$ cat config.mk
export PLATFORM = sky130hd
export DESIGN_NAME = video_timing_tpg
export DESIGN_NICKNAME = d
export VERILOG_FILES = /design/src/rtl/video_timing_tpg.sv
export SDC_FILE = /design/constraint.sdc
export NUM_CORES = 1
export LEC_CHECK = 0
export ABC_AREA = 0
export ABC_CLOCK_PERIOD_IN_PS = 2360
export BUFFER_PORTS_ARGS = -buffer_cell sky130_fd_sc_hd__buf_4
export CORE_MARGIN = 4
export CORE_UTILIZATION = 51
export CTS_CLUSTER_SIZE = 14
export DETAILED_ROUTE_END_ITERATION = 16
export PLACE_DENSITY = 0.73
export SLEW_MARGIN = 30
export SYNTH_ARGS = -nofsm -noshare
export SYNTH_HDL_FRONTEND = slang
export SYNTH_SLANG_ARGS = --single-unit
export TNS_END_PERCENT = 100
$ cat constraint.sdc
create_clock -name clk_in -period 2.36 [get_ports clk_in]
set_input_delay 0.236 -clock clk_in [delete_from_list [all_inputs] [get_ports clk_in]]
set_output_delay 0.236 -clock clk_in [all_outputs]
set_load 0.01 [all_outputs]
$ cat src/rtl/video_timing_tpg.sv
// 720p60 video timing generator with a colour-bar test pattern; whole frames only.
// Optional build macro TPG_GRID_EN overlays a 64-pixel white grid on the bars.
module video_timing_tpg #(
  parameter int H_ACTIVE = 1280,
  parameter int H_FP     = 110,
  parameter int H_SYNC   = 40,
  parameter int H_BP     = 220,
  parameter int V_ACTIVE = 720,
  parameter int V_FP     = 5,
  parameter int V_SYNC   = 5,
  parameter int V_BP     = 20,
  parameter bit HS_POL   = 1'b1,
  parameter bit VS_POL   = 1'b1
) (
  input  logic        clk_in,
  input  logic        reset,
  input  logic        run,
  output logic        hsync,
  output logic        vsync,
  output logic        v_clk,
  output logic        data_enable,
  output logic [23:0] rgb_data,
  output logic [10:0] pix_x,
  output logic [9:0]  pix_y,
  output logic        frame_start
);

  localparam int H_TOTAL = H_ACTIVE + H_FP + H_SYNC + H_BP;
  localparam int V_TOTAL = V_ACTIVE + V_FP + V_SYNC + V_BP;

  localparam logic [10:0] H_LAST   = 11'(H_TOTAL - 1);
  localparam logic [10:0] H_ACT    = 11'(H_ACTIVE);
  localparam logic [10:0] HS_BEG   = 11'(H_ACTIVE + H_FP);
  localparam logic [10:0] HS_END   = 11'(H_ACTIVE + H_FP + H_SYNC);
  localparam logic [10:0] BAR_LAST = 11'(H_ACTIVE / 8 - 1);
  localparam logic [9:0]  V_LAST   = 10'(V_TOTAL - 1);
  localparam logic [9:0]  V_ACT    = 10'(V_ACTIVE);
  localparam logic [9:0]  VS_BEG   = 10'(V_ACTIVE + V_FP);
  localparam logic [9:0]  VS_END   = 10'(V_ACTIVE + V_FP + V_SYNC);

  typedef enum logic [1:0] {IDLE, RUN, DRAIN} state_t;

  state_t      state_q, state_d;
  logic [10:0] h_cnt_q, h_cnt_d;
  logic [9:0]  v_cnt_q, v_cnt_d;
  logic [10:0] bar_cnt_q, bar_cnt_d;
  logic [2:0]  bar_idx_q, bar_idx_d;

  logic        hsync_q, vsync_q, de_q, fs_q;
  logic [23:0] rgb_q;
  logic [10:0] pix_x_q;
  logic [9:0]  pix_y_q;

  logic        line_end, frame_end;
  logic        hs_c, vs_c, de_c, fs_c;
  logic [23:0] rgb_c;

  function automatic logic [23:0] bar_rgb(input logic [2:0] idx);
    case (idx)
      3'd0:    bar_rgb = 24'hFFFFFF;
      3'd1:    bar_rgb = 24'hFFFF00;
      3'd2:    bar_rgb = 24'h00FFFF;
      3'd3:    bar_rgb = 24'h00FF00;
      3'd4:    bar_rgb = 24'hFF00FF;
      3'd5:    bar_rgb = 24'hFF0000;
      3'd6:    bar_rgb = 24'h0000FF;
      default: bar_rgb = 24'h000000;
    endcase
  endfunction

  assign line_end  = (h_cnt_q == H_LAST);
  assign frame_end = line_end && (v_cnt_q == V_LAST);

  always_comb begin
    state_d   = state_q;
    h_cnt_d   = h_cnt_q;
    v_cnt_d   = v_cnt_q;
    bar_cnt_d = bar_cnt_q;
    bar_idx_d = bar_idx_q;
    case (state_q)
      IDLE:    if (run) state_d = RUN;
      RUN:     if (!run) state_d = DRAIN;
      DRAIN: begin
        if (run)            state_d = RUN;
        else if (frame_end) state_d = IDLE;
      end
      default: state_d = IDLE;
    endcase
    // Counters free-run in RUN and DRAIN; IDLE parks them at the frame origin.
    if (state_q != IDLE) begin
      if (line_end) begin
        h_cnt_d   = '0;
        bar_cnt_d = '0;
        bar_idx_d = '0;
        v_cnt_d   = (v_cnt_q == V_LAST) ? '0 : v_cnt_q + 10'd1;
      end else begin
        h_cnt_d = h_cnt_q + 11'd1;
        if (bar_cnt_q == BAR_LAST) begin
          bar_cnt_d = '0;
          if (bar_idx_q != 3'd7) bar_idx_d = bar_idx_q + 3'd1;
        end else begin
          bar_cnt_d = bar_cnt_q + 11'd1;
        end
      end
    end
  end

  always_comb begin
    hs_c  = (h_cnt_q >= HS_BEG) && (h_cnt_q < HS_END);
    vs_c  = (v_cnt_q >= VS_BEG) && (v_cnt_q < VS_END);
    de_c  = (h_cnt_q < H_ACT) && (v_cnt_q < V_ACT);
    fs_c  = de_c && (h_cnt_q == '0) && (v_cnt_q == '0);
    rgb_c = '0;
    if (de_c) begin
      rgb_c = bar_rgb(bar_idx_q);
`ifdef TPG_GRID_EN
      if ((h_cnt_q[5:0] == 6'd0) || (v_cnt_q[5:0] == 6'd0)) rgb_c = 24'hFFFFFF;
`endif
    end
  end

  always_ff @(posedge clk_in or posedge reset) begin
    if (reset) begin
      state_q   <= IDLE;
      h_cnt_q   <= '0;
      v_cnt_q   <= '0;
      bar_cnt_q <= '0;
      bar_idx_q <= '0;
    end else begin
      state_q   <= state_d;
      h_cnt_q   <= h_cnt_d;
      v_cnt_q   <= v_cnt_d;
      bar_cnt_q <= bar_cnt_d;
      bar_idx_q <= bar_idx_d;
    end
  end

  // Pin registers: one clock behind the counters.
  always_ff @(posedge clk_in or posedge reset) begin
    if (reset) begin
      hsync_q <= ~HS_POL;
      vsync_q <= ~VS_POL;
      de_q    <= 1'b0;
      fs_q    <= 1'b0;
      rgb_q   <= '0;
      pix_x_q <= '0;
      pix_y_q <= '0;
    end else if (state_q == IDLE) begin
      hsync_q <= ~HS_POL;
      vsync_q <= ~VS_POL;
      de_q    <= 1'b0;
      fs_q    <= 1'b0;
      rgb_q   <= '0;
      pix_x_q <= '0;
      pix_y_q <= '0;
    end else begin
      hsync_q <= hs_c ? HS_POL : ~HS_POL;
      vsync_q <= vs_c ? VS_POL : ~VS_POL;
      de_q    <= de_c;
      fs_q    <= fs_c;
      rgb_q   <= rgb_c;
      if (de_c) begin
        pix_x_q <= h_cnt_q;
        pix_y_q <= v_cnt_q;
      end
    end
  end

  assign hsync       = hsync_q;
  assign vsync       = vsync_q;
  assign data_enable = de_q;
  assign frame_start = fs_q;
  assign rgb_data    = rgb_q;
  assign pix_x       = pix_x_q;
  assign pix_y       = pix_y_q;
  assign v_clk       = ~clk_in;

endmodule

**Word-level counts from Yosys, hierarchy flattened**

Index checks and enable logic that the tools add are counted.

- Register bits after elaboration: 86
- Bits of input ports: 3
- Output and inout bits: 50
- Word-level logic and storage cells: 80

- Mux-type cells: 25
- Bitwise gates (word level): 1
- Reductions and logical operators: 17
- Add/subtract/negate cells: 4
- Equal/unequal tests: 15
- $lt $le $gt $ge: 6

Operators with widths:

| operator | number |
|---|---|
| $pmux W24 S7 | 1 |
| $mux W11 | 5 |
| $mux W24 | 2 |
| $mux W10 | 3 |
| $add A11 B1 Y11 const B | 2 |
| $lt A11 B11 Y1 const B | 2 |
| $lt A10 B10 Y1 const B | 2 |
| $eq A11 B11 Y1 const B | 1 |
| $eq A11 B8 Y1 const B | 1 |
| $ge A11 B11 Y1 const B | 1 |
| $logic_not A11 Y1 | 1 |
| $add A10 B1 Y10 const B | 1 |
| $eq A10 B10 Y1 const B | 1 |
| $ge A10 B10 Y1 const B | 1 |
| $logic_not A10 Y1 | 1 |
| $eq A3 B3 Y1 const B | 3 |
| $mux W3 | 3 |
| $mux W2 | 4 |
| $reduce_bool A2 Y1 | 4 |
| $eq A3 B2 Y1 const B | 2 |
| $logic_and A1 B1 Y1 | 6 |
| $mux W1 | 6 |
| $ne A3 B3 Y1 const B | 2 |
| $pmux W2 S3 | 1 |
| 10 further kinds | 12 |

**Logic depth before layout (Yosys ltp)**

- Word-level depth: 5
- Depth in mapped cells: 7
- Mapped depth without buffers: 6

==> results.rst <==
.. list-table::
   :header-rows: 1

   * - Metric
     - Value
   * - Setup Fix Bufs, Post-CTS
     - 0
   * - Internal reg-to-reg setup slack
     - roughly 130 ps
   * - Highest layer used for signal routing
     - met4
   * - Synth async-reset ratio
     - 1.000
   * - Worst reg2reg path endpoint
     - v_cnt_q[7]
   * - Count of endpoints failing setup in the final report
     - 0
   * - RSZ-0062 raised after global routing
     - false
   * - Areal power density over the cells
     - 769.4 nW/um^2
   * - Normalized max-slew margin
     - 0.6810
   * - Total routed wirelength
     - between 7000 and 8000 um
   * - Final setup skew
     - between 6 and 7 ps
   * - Signed area change from the synthesized netlist to the final layout
     - 17.40%
   * - Wire length of the first global-routing pass
     - between 10000 and 15000 um
   * - Post-route DRC
     - 0
   * - Tmin final
     - 2232 ps
   * - Fill count
     - 521
   * - Final hold vios
     - 0
   * - Post-layout utilization of the core
     - 0.6185
   * - Overall via count from detail_route
     - approximately 2600
   * - Syn_nets
     - 348
   * - Portion of the post-synthesis area used by sequential elements
     - 0.4835
   * - Achievable frequency
     - approximately 450 MHz
   * - FF/Latch Area
     - approximately 1600 um^2
   * - Iteration-0 DRC Markers
     - between 100 and 150
   * - Capturing element type of the critical path
     - flop
   * - Result of the run
     - complete, no violations
   * - Netlist Area Pre-Place
     - 3364 um^2
   * - Placed cells
     - approximately 440
   * - Die area
     - roughly 8000 um^2
   * - Antenna diode instance count
     - 0
   * - Die Height
     - between 80 and 90 um
   * - Switching portion of total power
     - 0.3161
   * - Yosys warning count
     - 0
   * - Chip width
     - 89.22 um
   * - GRT Resource Usage Total
     - 0.2038
   * - Sum of negative setup slack
     - 0 ps
   * - Buffer type at the clock tree root
     - sky130_fd_sc_hd__clkbuf_8
   * - Largest area contributor in the synthesized netlist
     - sky130_fd_sc_hd__dfrtp_1
   * - Clock edge transition at the registers on the reported setup and hold paths
     - around 70 ps
   * - Number of distinct library cells after synthesis
     - 50
   * - CP Launch Type
     - flop
   * - WS Path Type
     - reg -> reg
   * - Launching point of the worst reg2reg path
     - h_cnt_q[2]
   * - Vias in the first global route
     - approximately 2600
   * - Clock tree from TritonCTS
     - built
   * - Top-area cell type share of the netlist area
     - 0.4835
   * - Worst-margin pin slew
     - approximately 480 ps
   * - Static power due to leakage
     - between 1.5 and 2 nW
   * - CP endpoint
     - v_cnt_q[7]
   * - Start point of the critical path
     - h_cnt_q[2]
   * - IO buf count
     - 52
   * - Max clock buf depth
     - 2
   * - Endpoint required time on the critical path
     - 2620 ps
   * - Maximum number of pins on one net before global-route repair
     - 26
   * - Post-synthesis sequential element count
     - 65
   * - Most frequent cell after synthesis
     - sky130_fd_sc_hd__dfrtp_1
   * - Post-route cell area
     - ~4000 um^2
   * - Fin. max-slew vios
     - 0
   * - Type of the tightest min-delay check
     - in -> reg
   * - Final weighted congestion of routability-driven global placement
     - approximately 0.86
   * - Total of cells resized after clock tree synthesis
     - 0
   * - Main synth FF type
     - sky130_fd_sc_hd__dfrtp_1
   * - Maximum level of the CTS H-tree
     - 3
   * - Main area contributors after synthesis
     - sky130_fd_sc_hd__dfrtp_1 (48%), sky130_fd_sc_hd__ha_1 (5.6%), sky130_fd_sc_hd__a22o_1 (5.2%)
   * - Final net count
     - just under 400
   * - Fraction of layout cells with a size suffix above 1
     - 0.2559
   * - CORE AREA
     - approximately 6400 um^2
   * - Average footprint of a synthesized cell
     - around 10 um^2
   * - Non-filler cells, final
     - between 400 and 500
   * - Vias per Instance
     - approximately 5.8
   * - Max Cap Viol
     - 0
   * - Internal Dissipation
     - approximately 2.1 mW
   * - Initial cell density of the core
     - 0.5268
   * - Logic gate share of total power
     - 0.223
   * - Worst path arrival time
     - 2490 ps
   * - Routed metal-1 wire length
     - between 3000 and 4000 um
   * - Worst reg-to-reg path cell count
     - 4
   * - Standard cell area after detailed placement
     - roughly 3700 um^2
   * - GRT Residual Overflow
     - 0
   * - Final HPWL from detailed placement
     - ~5400 um
   * - Wire length on met3
     - about 470 um
   * - Maximum fanout count along the critical path
     - 7
   * - Num CTS Buffers
     - 9
   * - Met2 wirelength from detailed routing
     - roughly 3600 um
   * - Final worst-path cycle share
     - 0.9457
   * - Maximum vdd drop
     - 0.0006415 V
   * - Net switching component of the power
     - 0.9606 mW
   * - Share of power burned in registers
     - 0.459
   * - Clock share of power
     - 0.318
   * - Std cell rows
     - 29
   * - Boundary Pins
     - 53
   * - Worst slack on hold paths
     - 49.93 ps
   * - Gate count after technology mapping
     - 330
   * - Worst-Skew Late Latency
     - approximately 340 ps
   * - Initial antenna violation count
     - 0
   * - Average wire length per cell after detail routing
     - between 15 and 20 um
   * - Area of combinational cells with multiple inputs
     - 1438 um^2
   * - 1st-pass router iterations
     - 4
   * - Antenna-violating nets left
     - 0
   * - Top cell types by occurrence after synthesis
     - sky130_fd_sc_hd__dfrtp_1 (65), sky130_fd_sc_hd__nor2_1 (27), sky130_fd_sc_hd__buf_4 (21)
   * - Number of enable flip-flop cells after synthesis
     - 0
==> registers in the layout, summed over array words and instances (netlist names) <==
| name | count |
|---|---|
| bar_cnt_q | 11 |
| hsync | 1 |
| vsync | 1 |
| rgb_data | 3 |
| state_q | 2 |
| pix_y | 10 |
| v_cnt_q | 10 |
| pix_x | 11 |
| h_cnt_q | 11 |
| data_enable | 1 |
| frame_start | 1 |
| bar_idx_q | 3 |
==> worst min-delay path by stage <==
stage / start / end / slack, ps / cells past startpoint
final: run / state_q[1] / 50 / 2
after global routing: run / state_q[1] / 40 / 2
after CTS: run / state_q[1] / 30 / 2
after detailed placement: reset / data_enable / 290 / 2
after global placement: reset / data_enable / 290 / 2
after floorplan: clk_in / v_clk / 280 / 1
==> cells by family after synthesis <==
family,count (synthesis),synth area share
fa+ha+maj,15,0.05578
compound gates,67,0.1469
xor+xnor,17,0.04649
mux,2,0.006322
flops,65,0.4835
simple gates,109,0.1718
buf+inv,55,0.08925
==> what timing repair did <==
item                                    4_1_cts  5_1_grt
hold endpoints to repair                     22        0
endpoints found under the setup margin        0        0
hold buffers                                  1        0
==> final cells by class <==
cell class,instances,share of cell area
Clock buffer,10,0.03326
Clock inverter,8,0.01869
Inverter,17,0.01615
Multi-Input combinational cell,210,0.3640
Sequential cell,65,0.4118
Tap cell,77,0.02439
Timing Repair Buffer,69,0.1318
==> power groups by stage <==
stage | logic [mW] | registers (mW) | clock network (mW)
after floorplan | 0.451 | 1.41 | 0.0167
after global placement | 0.662 | 1.41 | 0.0411
after detailed placement | 0.680 | 1.41 | 0.0411
after CTS | 0.686 | 1.39 | 0.990
after global routing | 0.751 | 1.42 | 1.05
final | 0.678 | 1.40 | 0.965
==> cell usage in the layout, fill, tap and decap left out, types with 2 or more instances in the layout <==
master	synthesis	layout
sky130_fd_sc_hd__nor2b_1	2	2
sky130_fd_sc_hd__clkinvlp_4	0	3
sky130_fd_sc_hd__o2bb2ai_1	3	3
sky130_fd_sc_hd__o21ai_0	16	16
sky130_fd_sc_hd__o211a_1	3	3
sky130_fd_sc_hd__nand2_1	19	19
sky130_fd_sc_hd__or2_2	3	3
sky130_fd_sc_hd__nand2b_1	3	3
sky130_fd_sc_hd__nor3_1	7	7
sky130_fd_sc_hd__a22o_1	20	20
sky130_fd_sc_hd__and3_1	3	3
sky130_fd_sc_hd__o2111ai_1	3	3
sky130_fd_sc_hd__inv_1	18	17
sky130_fd_sc_hd__buf_4	21	69
sky130_fd_sc_hd__and4_1	2	2
sky130_fd_sc_hd__nor4_1	5	5
sky130_fd_sc_hd__a31oi_1	2	2
sky130_fd_sc_hd__nand4_1	9	9
sky130_fd_sc_hd__a21oi_1	9	9
sky130_fd_sc_hd__and2_1	2	2
sky130_fd_sc_hd__o2111a_1	2	2
sky130_fd_sc_hd__ha_1	15	15
sky130_fd_sc_hd__nor2_1	27	27
sky130_fd_sc_hd__xor2_1	7	7
sky130_fd_sc_hd__or4_1	7	7
sky130_fd_sc_hd__xnor2_1	9	9
sky130_fd_sc_hd__clkbuf_8	0	9
sky130_fd_sc_hd__nand3_1	13	13
sky130_fd_sc_hd__dfrtp_1	65	65
==> metal layers <==
metal,vias up,track usage
li1,1251,-
met1,1293,0.2667
met2,74,0.3336
met3,12,0.04516
met4,0,0.07442
met5,-,0
==> through the flow <==
step | power (mW) | setup slack [ps]
5_1_grt | 3.222 | 10.04
2_1_floorplan | 1.882 | 25.09
6_report | 3.039 | 128.2
3_3_place_gp | 2.112 | 182.2
3_5_place_dp | 2.136 | 145.8
4_1_cts | 3.070 | 132.4
==> critical path: stages, from the launching register on <==
cell and delay [ps]:
sky130_fd_sc_hd__dfrtp_1 370, sky130_fd_sc_hd__or4_1 620, sky130_fd_sc_hd__or4_1 550, sky130_fd_sc_hd__or4_1 530, sky130_fd_sc_hd__o21ai_0 80
No activity file was read; power rests on OpenSTA's default activity.
